[src/rtl/teamd_decrementer.sv]
// Loadable down-counter / countdown timer: manual load and step-down in IDLE,
// or automatic run-down to zero with a one-cycle Done pulse.
module teamd_decrementer #(
    parameter int unsigned WIDTH = 4
) (
    input  logic             Clock,
    input  logic             nReset,
    input  logic             Start,
    input  logic             Load,
    input  logic             Dec,
    input  logic [WIDTH-1:0] D,
    output logic [WIDTH-1:0] Q,
    output logic             Zero,
    output logic             Borrow,
    output logic             Busy,
    output logic             Done
);

    typedef enum logic [1:0] {
        S_IDLE  = 2'd0,
        S_COUNT = 2'd1,
        S_DONE  = 2'd2
    } state_t;

    state_t           state, state_next;
    logic [WIDTH-1:0] q_reg, q_next, q_minus1;
    logic             borrow_reg, borrow_next;
    logic             wrap;

    // Ripple borrow chain of half-subtractors; the final borrow is set only for Q == 0.
    always_comb begin
        logic b;
        b        = 1'b1;
        q_minus1 = '0;
        for (int unsigned i = 0; i < WIDTH; i++) begin
            q_minus1[i] = q_reg[i] ^ b;
            b           = ~q_reg[i] & b;
        end
        wrap = b;
    end

    always_comb begin
        state_next  = state;
        q_next      = q_reg;
        borrow_next = 1'b0;
        unique case (state)
            S_IDLE: begin
                if (Start) begin
                    q_next     = D;
                    state_next = S_COUNT;
                end else if (Load) begin
                    q_next = D;
                end else if (Dec) begin
                    q_next      = q_minus1;
                    borrow_next = wrap;
                end
            end
            S_COUNT: begin
                if (wrap) begin
                    state_next = S_DONE;
                end else begin
                    q_next = q_minus1;
                end
            end
            S_DONE: begin
                state_next = S_IDLE;
            end
            default: begin
                state_next = S_IDLE;
            end
        endcase
    end

    always_ff @(posedge Clock or negedge nReset) begin
        if (!nReset) begin
            state      <= S_IDLE;
            q_reg      <= '0;
            borrow_reg <= 1'b0;
        end else begin
            state      <= state_next;
            q_reg      <= q_next;
            borrow_reg <= borrow_next;
        end
    end

    assign Q      = q_reg;
    assign Zero   = (q_reg == '0);
    assign Borrow = borrow_reg;
    assign Busy   = (state != S_IDLE);
    assign Done   = (state == S_DONE);

endmodule
[config.mk]
export PLATFORM = sky130hd
export DESIGN_NAME = teamd_decrementer
export DESIGN_NICKNAME = d
export VERILOG_FILES = /design/src/rtl/teamd_decrementer.sv
export SDC_FILE = /design/constraint.sdc
export NUM_CORES = 1
export LEC_CHECK = 0
export ABC_CLOCK_PERIOD_IN_PS = 2160
export BUFFER_PORTS_ARGS = -buffer_cell sky130_fd_sc_hd__buf_2
export CORE_AREA = 4 4 41 43
export DETAILED_ROUTE_END_ITERATION = 16
export DIE_AREA = 0 0 45 47
export GPL_TIMING_DRIVEN = 0
export PLACE_DENSITY = 0.61
export SLEW_MARGIN = 40
export SYNTH_ARGS = -nofsm -noshare
export SYNTH_HDL_FRONTEND = slang
export SYNTH_SLANG_ARGS = --single-unit
[constraint.sdc]
create_clock -name Clock -period 2.16 [get_ports Clock]
set_input_delay 0.432 -clock Clock [delete_from_list [all_inputs] [get_ports Clock]]
set_output_delay 0.432 -clock Clock [all_outputs]
set_load 0.02 [all_outputs]
==> metrics.csv <==
metric;value;unit
status;finished clean;
VDD IR max;0.000685;V
r2r worst-path depth;7;
Layout Nets;78;
Async SR Flop Fraction;100;%
DP HPWL;731;um
power density over cell area;1440;nW/um2
Num CTS Buffers;3;
Setup Viol. Count Final;0;
Int Pwr;471;uW
critical path depth;7;
Gate Count Post-Synth;44;
Crit path required time;2.33;ns
Sink Count;7;
H-tree depth;1;
CTS Hold Buffers Added;1;
I/O Pins;17;
Area growth, synth to finish;31.4;%
core area;1300;um2
global route total overflow;0;
ys flop type;dfrtp_1;
final wirelength;965;um
Worst-path clk slew;0.05;ns
Crit Path Class;reg -> reg;
RSZ-0062 raised after global routing;false;
Synth Cell Area;430;um2
FP Rows;13;
max cap viols;0;
fin crit share;86.3;%
Commonest cells post-synth;7 x dfrtp_1, 5 x o21ai_0, 4 x inv_1, 4 x nor2_1;
vias in the first global route;336;
Post-CTS Setup Bufs;0;
Clock Path Buffers;2;
Slew Limit Fails;0;
post-route setup TNS;0;ns
antenna-violating nets left;0;
CP Data Arrival Time;2.03;ns
Leakage;0.000287;uW
synth top area cells;dfrtp_1 41%, ha_1 8.7%, o31ai_2 8.7%;
Top delay family on crit path;adder cells;
Vias;388;
maximum clock rate;537;MHz
starting density of the core;33.1;%
FF-to-FF setup slack;0.30;ns
Post-Syn Nets;56;
layout cells sized above 1;36.9;%
Seq cells post-synth;7;
Final Core Density;43.5;%
minimum clock period;1.86;ns
largest area contributor in the netlist;dfrtp_1;
Clock Skews;0.00647;ns
DIE AREA;2120;um2
ANT cells;0;
CTS tree;yes;
initial antenna violation count;0;
CP startpoint kind;flop;
TritonRoute pass-1 iters;1;
kind of capture point of the worst setup path;flop;
CP most frequent cell;ha_1;
sequential share of power;28.0;%
largest net degree at the start of global routing;9;
PostCTS Resize Cnt;0;
routed len/inst;12.1;um
switching part of the total;42.3;%
Buf/Inv on CP;1;
Hold Crit Class;in -> reg;
Netlist cell types;18;
hold_ws;0.371;ns
Skew-Pair Late Insertion Delay;0.26;ns
syn_area_per_cell;9.78;um2
Comb pwr share;57.0;%
CP Max Fanout;6;
placer's final routability congestion estimate;0.773;
Die Width;45;um
actual slew at the worst max-slew pin;0.472;ns
CP max-delay cell;dfrtp_1;
Clk pwr share;14.9;%
Warnings, synthesis;0;
Psw;345;uW
count of input and output buffers;16;
first-pass GRT wire length;1430;um
Die Ht;47;um
hold path cells;2;
top cell type's share of synthesized area;40.7;%
# fillers;148;
CP max stage delay;0.36;ns
Root Buffer;clkbuf_4;
most common cell in the netlist;dfrtp_1;
DRC;0;
Post-synth EDFFs;0;
Worst slew margin;68.4;%
register area share after synthesis;40.7;%
critical path cell sequence;inv_1 > ha_1 > ha_1 > ha_1 > a21o_1 > or2_4 > o31ai_2;
Total Routing Usage GR;10.2;%
Detailed Route Iter0 Violations;0;
Hold Fails Final Rpt;0;
vias per cell;4.85;
path summary, 6_finish.rpt:
check                      endpoint     start
max                            Q[3]      Q[0]
max in group asynchronous      Q[0]    nReset
min in group asynchronous    Borrow    nReset
min                          Borrow      Load
min reg2reg                state[1]  state[1]
max reg2reg                    Q[3]      Q[0]
power groups by stage:
stage               clock, uW  combinational (uW)  sequential (uW)
floorplan                   0                 303              273
global placement            0                 458              227
detailed placement          0                 468              230
CTS                       126                 473              230
global route              135                 511              236
finish                    122                 465              229
layout make-up:
class                           instances  area, um2  share of cell area, %
Multi-Input combinational cell         33        240                   42.5
Sequential cell                         7        175                   31.0
Timing Repair Buffer                   17       90.1                   15.9
Clock buffer                            4       26.3                   4.65
Tap cell                               15       18.8                   3.32
Inverter                                4       15.0                   2.65
per-stage QoR:
| stage | worst slack [ns] | instances | total power (uW) | instance area (um2) |
|---|---|---|---|---|
| after floorplan | 0.315 | 44 | 576 | 430 |
| after global placement | 0.318 | 75 | 685 | 529 |
| after detailed placement | 0.303 | 75 | 698 | 529 |
| after CTS | 0.279 | 80 | 829 | 566 |
| after global routing | 0.188 | 80 | 882 | 566 |
| final | 0.297 | 80 | 816 | 566 |
kinds of logic after synthesis:
logic type	share of synthesized area, %
AO/OA/AOI/OAI	23.3
adder cells (fa/ha/maj)	8.72
buffers and inverters	3.49
flip-flops	40.7
AND/OR/NAND/NOR	23.8
placed cells by master (no fill, tap or decap):
master,instances
a21o_1,1
and2b_1,2
and3_1,1
buf_2,16
clkbuf_1,1
clkbuf_4,3
dfrtp_1,7
dlygate4sd3_1,1
ha_1,3
inv_1,4
nand2_1,2
nor2_1,4
nor3_1,3
nor4_1,1
nor4_2,1
o211ai_1,1
o21a_1,3
o21ai_0,5
o31ai_2,3
or2_1,1
or2_4,1
or4b_1,1
registers in the layout, summed over array words and instances (netlist names):
register / flops
state: 2
Q: 4
Borrow: 1
layer usage:
metal | share of wire (%) | vias up | global-route usage [%] | wire, um
met5 | 0 | - | 0 | 0
met4 | 1.3 | 0 | 5.26 | 13
met3 | 8.4 | 2 | 6.90 | 81
met2 | 47 | 13 | 14.1 | 450
met1 | 43 | 173 | 11.8 | 419
li1 | - | 200 | - | -
(Power assumes the default switching activity.)
